<file path="src/rtl/life_pkg.sv">
// life_pkg: state encodings, board cell indexing and B3/S23 rule constants
package life_pkg;
    typedef enum logic [1:0] {ST_EDIT = 2'b00, ST_RUN = 2'b01, ST_PAUSE = 2'b10} state_t;
    localparam logic [3:0] LIFE_BIRTH      = 4'd3;
    localparam logic [3:0] LIFE_SURVIVE_LO = 4'd2;
    localparam logic [3:0] LIFE_SURVIVE_HI = 4'd3;
    function automatic int cell_idx(input int r, input int c, input int cols);
        return r * cols + c;
    endfunction
endpackage

</file>
<file path="src/rtl/life_next_gen.sv">
// life_next_gen: combinational B3/S23 step of a ROWS x COLS board
// TORUS=1 wraps the edges; TORUS=0 treats cells beyond the edges as dead.
module life_next_gen
    import life_pkg::*;
#(
    parameter int ROWS  = 16,
    parameter int COLS  = 16,
    parameter int TORUS = 1
)(
    input  logic [ROWS*COLS-1:0] i_board,
    output logic [ROWS*COLS-1:0] o_board
);
    function automatic logic cell_at(input logic [ROWS*COLS-1:0] b, input int r, input int c);
        int rr;
        int cc;
        rr = (TORUS != 0) ? (r + ROWS) % ROWS : r;
        cc = (TORUS != 0) ? (c + COLS) % COLS : c;
        if (rr < 0 || rr >= ROWS || cc < 0 || cc >= COLS) return 1'b0;
        return b[cell_idx(rr, cc, COLS)];
    endfunction

    for (genvar r = 0; r < ROWS; r++) begin : g_row
        for (genvar c = 0; c < COLS; c++) begin : g_col
            logic [3:0] w_n;
            always_comb begin
                w_n = '0;
                for (int dr = -1; dr <= 1; dr++)
                    for (int dc = -1; dc <= 1; dc++)
                        if (dr != 0 || dc != 0) w_n = w_n + 4'(cell_at(i_board, r + dr, c + dc));
            end
            assign o_board[cell_idx(r, c, COLS)] = (w_n == LIFE_BIRTH) ||
                (i_board[cell_idx(r, c, COLS)] && w_n >= LIFE_SURVIVE_LO && w_n <= LIFE_SURVIVE_HI);
        end
    end
endmodule

</file>
<file path="src/rtl/life_sim_controller.sv">
// life_sim_controller: Game of Life board with EDIT/RUN/PAUSE control and generation counter.
// Optional LIFE_STABLE_DETECT_EN: pause and flag stable_o when a RUN tick leaves the board unchanged.
module life_sim_controller
    import life_pkg::*;
#(
    parameter int ROWS     = 16,
    parameter int COLS     = 16,
    parameter int TICK_DIV = 33554432,
    parameter int GEN_W    = 16,
    parameter int TORUS    = 1,
    localparam int CW = $clog2(ROWS),
    localparam int TW = $clog2(TICK_DIV),
    localparam int N  = ROWS * COLS
)(
    input  logic             clk,
    input  logic             reset,
    input  logic             btn_run,
    input  logic             btn_clr,
    input  logic             btn_up,
    input  logic             btn_dn,
    input  logic             btn_load,
    input  logic [COLS-1:0]  row_data,
    output logic [N-1:0]     board_o,
    output logic [GEN_W-1:0] gen_cnt_o,
    output logic [1:0]       state_o,
    output logic [CW-1:0]    cursor_o,
    output logic             stable_o
);
    logic [4:0]       r_sync1, r_sync2, r_prev, w_btn, w_stb;
    state_t           r_state, w_state_nx;
    logic [TW-1:0]    r_tick;
    logic [N-1:0]     r_board, w_next;
    logic [GEN_W-1:0] r_gen;
    logic [CW-1:0]    r_cursor, w_cur_up, w_cur_dn;
    logic             w_edit, w_clr, w_run, w_ed, w_tick, w_hit;

    // strobe bits: 0 run, 1 clr, 2 up, 3 dn, 4 load
    assign w_btn    = {btn_load, btn_dn, btn_up, btn_clr, btn_run};
    assign w_stb    = r_sync2 & ~r_prev;
    assign w_edit   = r_state != ST_RUN;
    assign w_clr    = w_stb[1] & w_edit;
    assign w_run    = w_stb[0] & ~w_clr;
    assign w_ed     = w_edit & ~w_clr & ~w_run;
    assign w_tick   = r_state == ST_RUN && r_tick == TW'(TICK_DIV - 1);
    assign w_cur_up = (r_cursor == '0) ? CW'(ROWS - 1) : r_cursor - 1'b1;
    assign w_cur_dn = (r_cursor == CW'(ROWS - 1)) ? '0 : r_cursor + 1'b1;

    life_next_gen #(.ROWS(ROWS), .COLS(COLS), .TORUS(TORUS)) u_next (
        .i_board(r_board),
        .o_board(w_next)
    );

    always_comb begin
        w_state_nx = r_state;
        if (w_run) w_state_nx = w_edit ? ST_RUN : ST_PAUSE;
        if (w_hit) w_state_nx = ST_PAUSE;
    end

    always_ff @(posedge clk or posedge reset)
        if (reset) r_state <= ST_EDIT;
        else r_state <= w_state_nx;

    always_ff @(posedge clk or posedge reset) begin
        if (reset) begin
            r_sync1  <= '0;
            r_sync2  <= '0;
            r_prev   <= '0;
            r_tick   <= '0;
            r_board  <= '0;
            r_gen    <= '0;
            r_cursor <= '0;
        end else begin
            r_sync1 <= w_btn;
            r_sync2 <= r_sync1;
            r_prev  <= r_sync2;
            r_tick  <= (w_edit || w_run || w_tick) ? '0 : r_tick + 1'b1;
            if (w_clr) begin
                r_board <= '0;
                r_gen   <= '0;
            end else if (w_tick && !w_hit) begin
                r_board <= w_next;
                r_gen   <= r_gen + 1'b1;
            end else if (w_ed && w_stb[4]) begin
                r_board[cell_idx(int'(r_cursor), 0, COLS) +: COLS] <= row_data;
            end
            // load above uses the pre-move cursor
            if (w_ed && (w_stb[2] ^ w_stb[3])) r_cursor <= w_stb[2] ? w_cur_up : w_cur_dn;
        end
    end

`ifdef LIFE_STABLE_DETECT_EN
    logic r_stable;
    assign w_hit = w_tick && (w_next == r_board);
    always_ff @(posedge clk or posedge reset)
        if (reset) r_stable <= 1'b0;
        else if (w_hit) r_stable <= 1'b1;
        else if (w_clr || (w_ed && w_stb[4]) || (w_run && w_edit)) r_stable <= 1'b0;
    assign stable_o = r_stable;
`else
    assign w_hit    = 1'b0;
    assign stable_o = 1'b0;
`endif

    assign board_o   = r_board;
    assign gen_cnt_o = r_gen;
    assign state_o   = r_state;
    assign cursor_o  = r_cursor;
endmodule

</file>
<file path="config.mk">
export PLATFORM = sky130hd
export DESIGN_NAME = life_sim_controller
export DESIGN_NICKNAME = d
export VERILOG_FILES = /design/src/rtl/life_pkg.sv /design/src/rtl/life_next_gen.sv /design/src/rtl/life_sim_controller.sv
export SDC_FILE = /design/constraint.sdc
export NUM_CORES = 2
export LEC_CHECK = 0
export ABC_AREA = 1
export CAP_MARGIN = 15
export CORE_UTILIZATION = 58
export DETAILED_ROUTE_END_ITERATION = 12
export PLACE_DENSITY = 0.88
export SLEW_MARGIN = 20
export SYNTH_ARGS = -nofsm -noshare
export SYNTH_HDL_FRONTEND = slang
export SYNTH_SLANG_ARGS = --single-unit
</file>
<file path="constraint.sdc">
create_clock -name clk -period 10.16 [get_ports clk]
set_input_delay 1.016 -clock clk [delete_from_list [all_inputs] [get_ports clk]]
set_output_delay 1.016 -clock clk [all_outputs]
set_load 0.005 [all_outputs]
</file>
Word-level counts from Yosys, hierarchy flattened
Cells that the tools add are included.
{ "word_totals": {"register_bits": 318, "latchBits": 0, "ram_bits": 0, "mem_bits_ro": 0, "in_bits": 23, "word_cells": 3375, "mem_count": 0} }
{ "op_classes": {"n_addsub": 1797, "n_mul": 0, "div": 0, "n_lt_le_gt_ge": 512, "eq_ne": 260, "shift": 2, "mux": 11, "n_bitwise": 9, "reduce_logical": 776} }
{ "op_table": {"columns": ["op", "n"], "rows": [
  ["adder 4 x 1 -> 4 bit", 1536],
  ["equality test 4 x 2 -> 1 bit, second input constant", 256],
  ["greater-or-equal comparator 4 x 2 -> 1 bit, second input constant", 256],
  ["<= comparator 4 x 2 -> 1 bit, second input constant", 256],
  ["two-way mux 256 bit", 3],
  ["logical AND 1 bit", 515],
  ["adder 1 x 1 -> 2 bit", 256],
  ["logical OR 1 bit", 258],
  ["bitwise mux 256 bit", 1],
  ["variable shift 16 x 33 -> 256 bit, first input constant", 1],
  ["variable part select 16 x 33 -> 256 bit", 1],
  ["negation 8 -> 33 bit", 1],
  ["two-way mux 16 bit", 2],
  ["adder 25 x 1 -> 25 bit, second input constant", 1],
  ["equality test 25 bit, second input constant", 1],
  ["two-way mux 25 bit", 1],
  ["adder 16 x 1 -> 16 bit, second input constant", 1],
  ["two-way mux 4 bit", 3],
  ["AND 5 bit", 1],
  ["inverter 5 bit", 1],
  ["adder 4 x 1 -> 4 bit, second input constant", 1],
  ["AND 1 bit", 4],
  ["equality test 4 bit, second input constant", 1],
  ["logical NOT 4 bit", 1],
  ["8 further kinds", 9]
]} }

Logic depth before layout (Yosys ltp)
{ "depth": {"ltp_word": 13, "depth_mapped": 17, "mapped_depth_nobuf": 15} }

By module
From an unflattened synthesis, not the netlist that was laid out.
{ "hier_totals": {"cells_unflattened": 8719, "hier_area_um2": 65704.3} }
{ "modules_own_cells": {"columns": ["mod", "instances", "cells_per_inst", "area_per_inst_um2", "seq_area_each_um2"], "rows": [
  ["life_next_gen", 1, 6038, 47134.0, 0.0],
  ["life_sim_controller", 1, 2681, 18570.3, 7957.6]
]} }

Worst setup path after synthesis
OpenSTA, ideal clock, no wires.
{ "synth_path": {"kind": "register to register", "start": "reg r_board[18] (netlist: board_o[18])", "end": "reg r_board[17] (netlist: board_o[17])", "setup_time_ns": 0.076, "arrival_time_ns": 3.055, "required_ns": 10.084, "path_slack_ns": 7.029, "stages_incl_launch_ff": 14, "n_path_buf": 0, "period_less_slack_ns": 3.131, "cell_sequence": "dfrtp_1 -> inv_1 -> fa_1 -> fa_1 -> fa_1 -> fa_1 -> a21oi_1 -> a21boi_0 -> o21ai_0 -> nand2_1 -> nand2_1 -> inv_1 -> nand2_2 -> o21ai_2"} }
{ "synth_via": {"elab_chain_len": 10} }
{ "synth_lines": {"columns": ["element", "line", "text"], "rows": [
  ["from (decl)", "life_sim_controller.sv:32", "logic [N-1:0] r_board, w_next;"],
  ["from (signal assigned)", "life_sim_controller.sv:81", "r_board <= w_next;"],
  ["from (signal, indexed assignment)", "life_sim_controller.sv:84", "r_board[cell_idx(int'(r_cursor), 0, COLS) +: COLS] <= row_data;"],
  ["adder 4 x 1 -> 4 bit (*) (4 in series)", "life_next_gen.sv:29", "if (dr != 0 || dc != 0) w_n = w_n + 4'(cell_at(i_board, r + dr, c + dc));"],
  ["greater-or-equal comparator 4 x 2 -> 1 bit", "life_next_gen.sv:32", "(i_board[cell_idx(r, c, COLS)] && w_n >= LIFE_SURVIVE_LO && w_n <= LIFE_SURVIVE_HI);"],
  ["logical AND 1 bit (2 in series)", "life_next_gen.sv:32", null],
  ["logical OR 1 bit (*)", "life_next_gen.sv:31", "assign o_board[cell_idx(r, c, COLS)] = (w_n == LIFE_BIRTH) ||"],
  ["two-way mux 256 bit (*)", "life_sim_controller.sv:80", "end else if (w_tick && !w_hit) begin"],
  ["two-way mux 256 bit (*)", "life_sim_controller.sv:77", "if (w_clr) begin"]
]} }
Every way passes the cells marked *; elsewhere a longest branch is shown, timed or not.
A chain may end at the register's enable or synchronous reset.

Worst setup path after layout
{ "layout_path": {"start": "reg r_cursor[0] (netlist: cursor_o[0])", "end": "reg r_board[184] (netlist: board_o[184])"} }
{ "layout_via": {"elab_chain_len": 6} }
{ "layout_lines": {"columns": ["element", "line", "text"], "rows": [
  ["from (decl)", "life_sim_controller.sv:34", "logic [CW-1:0] r_cursor, w_cur_up, w_cur_dn;"],
  ["from (signal assigned)", "life_sim_controller.sv:87", "if (w_ed && (w_stb[2] ^ w_stb[3])) r_cursor <= w_stb[2] ? w_cur_up : w_cur_dn;"],
  ["negation 8 -> 33 bit (*)", "life_sim_controller.sv:84", null],
  ["variable part select 16 x 33 -> 256 bit or variable shift 16 x 33 -> 256 bit (tied branches)", "life_sim_controller.sv:84", null],
  ["bitwise mux 256 bit (*)", "life_sim_controller.sv:84", null],
  ["two-way mux 256 bit (*)", "life_sim_controller.sv:83", "end else if (w_ed && w_stb[4]) begin"],
  ["two-way mux 256 bit (*)", "life_sim_controller.sv:80", null],
  ["two-way mux 256 bit (*)", "life_sim_controller.sv:77", null]
]} }
Every way passes the cells marked *; elsewhere a longest branch is shown, timed or not. The select of a mux whose other input is x is not followed.

==> results.py <==
metrics = {
    "placed_design": {
        "dp.cells": 8931,
        "place_congestion": 1.053,
        "dp_hpwl_mm": 170.1,
        "port_buffers": 300,
    },
    "clocking": {
        "cts_tree": "yes",
        "h-tree-depth": 2,
        "cts_root_buf": "clkbuf_16",
        "cts-buffers-inserted": 44,
        "clkLatencyLatePin_ns": 0.63,
        "cts.sinks": 318,
        "cts_resized": 0,
        "clockBufferDepth": 3,
        "post_cts_buffers": 0,
        "cts_hold_buf": 0,
        "clkTransAtPathRegs_ns": 0.06,
    },
    "synthesis": {
        "yosysTopAreaCell": "fa_1",
        "synth_top_area_share_pct": 33.40,
        "yosys_warnings": 0,
        "yosys-mux-area-fraction_pct": 0,
        "synthAdderAreaFrac_pct": 49.21,
        "netlist_top_cells_count": "inv_1, nand2_1, fa_1",
        "ys_seq_area_share_pct": 12.96,
        "synth_nets": 9181,
        "synth_area_per_cell_sq_um": 8.343,
        "yosysMostFrequentCell": "inv_1",
        "synth_flop_cell": "dfrtp_1",
        "synth-edff-count": 0,
        "synth_area_leaders": "fa_1, ha_1, dfrtp_1",
        "async_flop_share_pct": 100.0,
        "syn_inst": 7358,
        "ys_seq_elements": 318,
        "netlist_area_sq_um": 61390,
        "synth_top_family_by_area": "adder cells",
        "synth-simple-area-share_pct": 16.54,
        "synth_compound_area_share_pct": 8.587,
        "synthXorXnorAreaFrac_pct": 0.4566,
        "yosysUniqueCellTypes": 50,
    },
    "cells_and_area": {
        "multi_input_area_sq_um": 46040,
        "layout-drive-gt1-share_pct": 3.957,
        "area_growth_pct": 9.688,
        "seq_area_sq_um": 7958,
        "antenna_cells": 0,
        "fin_util_pct": 64.60,
        "nFillCells": 8200,
        "nets": 9420,
        "fin_cells": 9012,
    },
    "detailed_routing": {
        "wl_mm": 212.4,
        "routedWlPerCell_um": 23.57,
        "drc": 0,
        "drt_iter0_markers": 6513,
        "num_vias": 54260,
        "dr.pass1.iters": 9,
        "ant_nets": 0,
        "vias_per_cell": 6.021,
    },
    "timing": {
        "worstMarginPinSlew_ns": 1.342,
        "setup_tns_ns": 0,
        "fin_skew_ns": 0.02757,
        "maxSlewViolCount": 0,
        "setup_viol": 0,
        "rsz0062_at_grt": "false",
        "clock.fmax_mhz": 194.1,
        "relSlewSlack_pct": 9.821,
        "finalHoldViolCount": 0,
        "fin_crit_ns": 5.152,
        "fin_crit_sh_pct": 50.70,
    },
    "setup_path": {
        "max_stage_delay_ns": 0.94,
        "path_buf_inv": 4,
        "path_max_fanout": 27,
        "critPathRequiredTime_ns": 10.67,
        "slowest_stage": "dfrtp_1",
        "crit_path_start_kind": "flip-flop",
        "r2r-start": "cursor_o[0]$_DFFE_PP0P_",
        "reg2reg_depth": 12,
        "crit_family": "buffers and inverters",
        "cp.arrival_ns": 5.66,
        "reg2reg_slack_ns": 5.01,
        "end_kind": "flip-flop",
        "r2r_end": "board_o[184]$_DFFE_PP0P_",
        "critPathKind": "reg -> reg",
        "cp.depth": 12,
        "cp_cell_sequence": "inv_1 -> nand2_1 -> inv_1 -> ha_1 -> inv_2 -> nand2_1 -> nor2_2 -> buf_4 -> nand3_1 -> nand2_1 -> nand2_1 -> o21ai_0",
        "path_common_cell": "nand2_1",
    },
    "pwr": {
        "clockPowerShare_pct": 31.8,
        "leakage_nw": 30.74,
        "p_seq_share_pct": 26.5,
        "p_int_mw": 2.738,
        "p_sw_mw": 2.515,
        "p_total_mw": 5.253,
        "p_sw_share_pct": 47.88,
        "powerDensity_nw_per_um2": 78.01,
        "ir_drop_uv": 138.2,
        "combPwrFrac_pct": 41.7,
    },
    "run_status": {
        "outcome": "finished, final reports clean",
    },
    "min_path": {
        "min_path_cells": 0,
        "min_path_type": "reg -> reg",
        "hold_end": "r_sync2[1]$_DFF_PP0_",
        "min-delay-start": "r_sync1[1]$_DFF_PP0_",
    },
    "global_routing": {
        "antenna_found_initial": 5,
        "overflow": 0,
        "grt_max_degree": 115,
        "grt_pass1_wl_mm": 322.4,
        "grt_pass1_vias": 55300,
        "grtUsageTotal_pct": 39.99,
    },
    "floorplan": {
        "rows": 118,
        "die_w_um": 327.3,
        "dieArea_sq_um": 107100,
        "io-pin-count": 302,
        "initial_core_util_pct": 58.89,
        "core_area_sq_um": 104200,
        "dieHeight_um": 327.3,
    },
    "job": {
        "max_cap_violations": 0,
    },
}
==> through the flow <==
stage               setup WS, ns  cell area [sq um]  hold WS (ns)
finish                     5.008              67330        0.3489
global route               4.621              67330        0.3514
CTS                        5.091              67290        0.3488
detailed placement         5.138              65780        0.3371
global placement           5.211              65760        0.3347
floorplan                 0.3444              61390        0.3312
==> power by group through the flow <==
stage	Sequential, mW	Clock (mW)	Combinational (mW)
after floorplan	1.37	0	1.29
after global placement	1.41	0	2.01
after detailed placement	1.41	0	2.04
after CTS	1.39	1.66	2.06
after global routing	1.39	1.70	2.29
final	1.39	1.67	2.19
==> flip-flops by register name, summed over array words and instances (netlist names) <==
register	flops
r_sync1	5
cursor_o	4
board_o	256
gen_cnt_o	16
r_prev	5
state_o	2
r_sync2	5
r_tick	25
==> cell type report <==
class	instances	area share, %
Clock buffer	58	1.881
Inverter	1797	10.04
Timing Repair Buffer	345	4.962
Clock inverter	23	0.3531
Multi-Input combinational cell	5091	68.38
Sequential cell	318	11.82
Tap cell	1380	2.564
==> kinds of logic (layout without fill, tap and decap cells) <==
kind of cell,count (synthesis),count (layout)
adders and majority gates,1800,1800
AOI/OAI and AO/OA,831,831
buffers and inverters,1949,2223
and+or+nand+nor,2427,2427
DFF,318,318
xor gates and xnor gates,32,32
other,1,1
==> worst register-to-register path: stages, from the launching register on <==
cell	delay, ns
dfrtp_1	0.94
inv_1	0.65
nand2_1	0.24
inv_1	0.08
ha_1	0.57
inv_2	0.55
nand2_1	0.26
nor2_2	0.56
buf_4	0.34
nand3_1	0.10
nand2_1	0.12
nand2_1	0.31
o21ai_0	0.31
==> layout by cell type, fill, tap and decap left out, types with 5 or more instances in the layout <==
master,n
a211oi_1,70
a21boi_0,35
a21oi_1,226
a21oi_4,10
a221oi_1,22
a31o_2,52
a31oi_1,8
buf_4,45
clkbuf_1,5
clkbuf_16,46
clkbuf_8,7
clkdlybuf4s50_1,300
clkinv_2,8
dfrtp_1,318
fa_1,1024
ha_1,776
inv_1,1785
inv_2,9
nand2_1,1536
nand2_2,20
nand3_1,210
nand3_2,30
nand4_1,49
nor2_1,418
nor2_2,12
nor3_1,76
nor3_2,19
nor3b_1,38
o211ai_1,43
o21ai_0,151
o21ai_1,84
o21ai_2,11
o31ai_1,110
xnor2_1,22
xor2_1,10
==> worst max-delay path by stage <==
stage / start / endpoint
after CTS: cursor_o[0]$_DFFE_PP0P_ / board_o[235]$_DFFE_PP0P_
after global routing: cursor_o[0]$_DFFE_PP0P_ / board_o[191]$_DFFE_PP0P_
after floorplan: reset / board_o[0]$_DFFE_PP0P_
after detailed placement: cursor_o[0]$_DFFE_PP0P_ / board_o[33]$_DFFE_PP0P_
final: cursor_o[0]$_DFFE_PP0P_ / board_o[184]$_DFFE_PP0P_
after global placement: cursor_o[0]$_DFFE_PP0P_ / board_o[167]$_DFFE_PP0P_
==> layer usage <==
metal  GRT usage (%)  wire length, um  vias to the layer above
li1                -                -                    23210
met1           49.64            73300                    26370
met2           59.69            91480                     3720
met3           12.73            30370                      954
met4           27.12            17230                       10
met5               0               60                        -
Power figures use the tool's default switching activity.
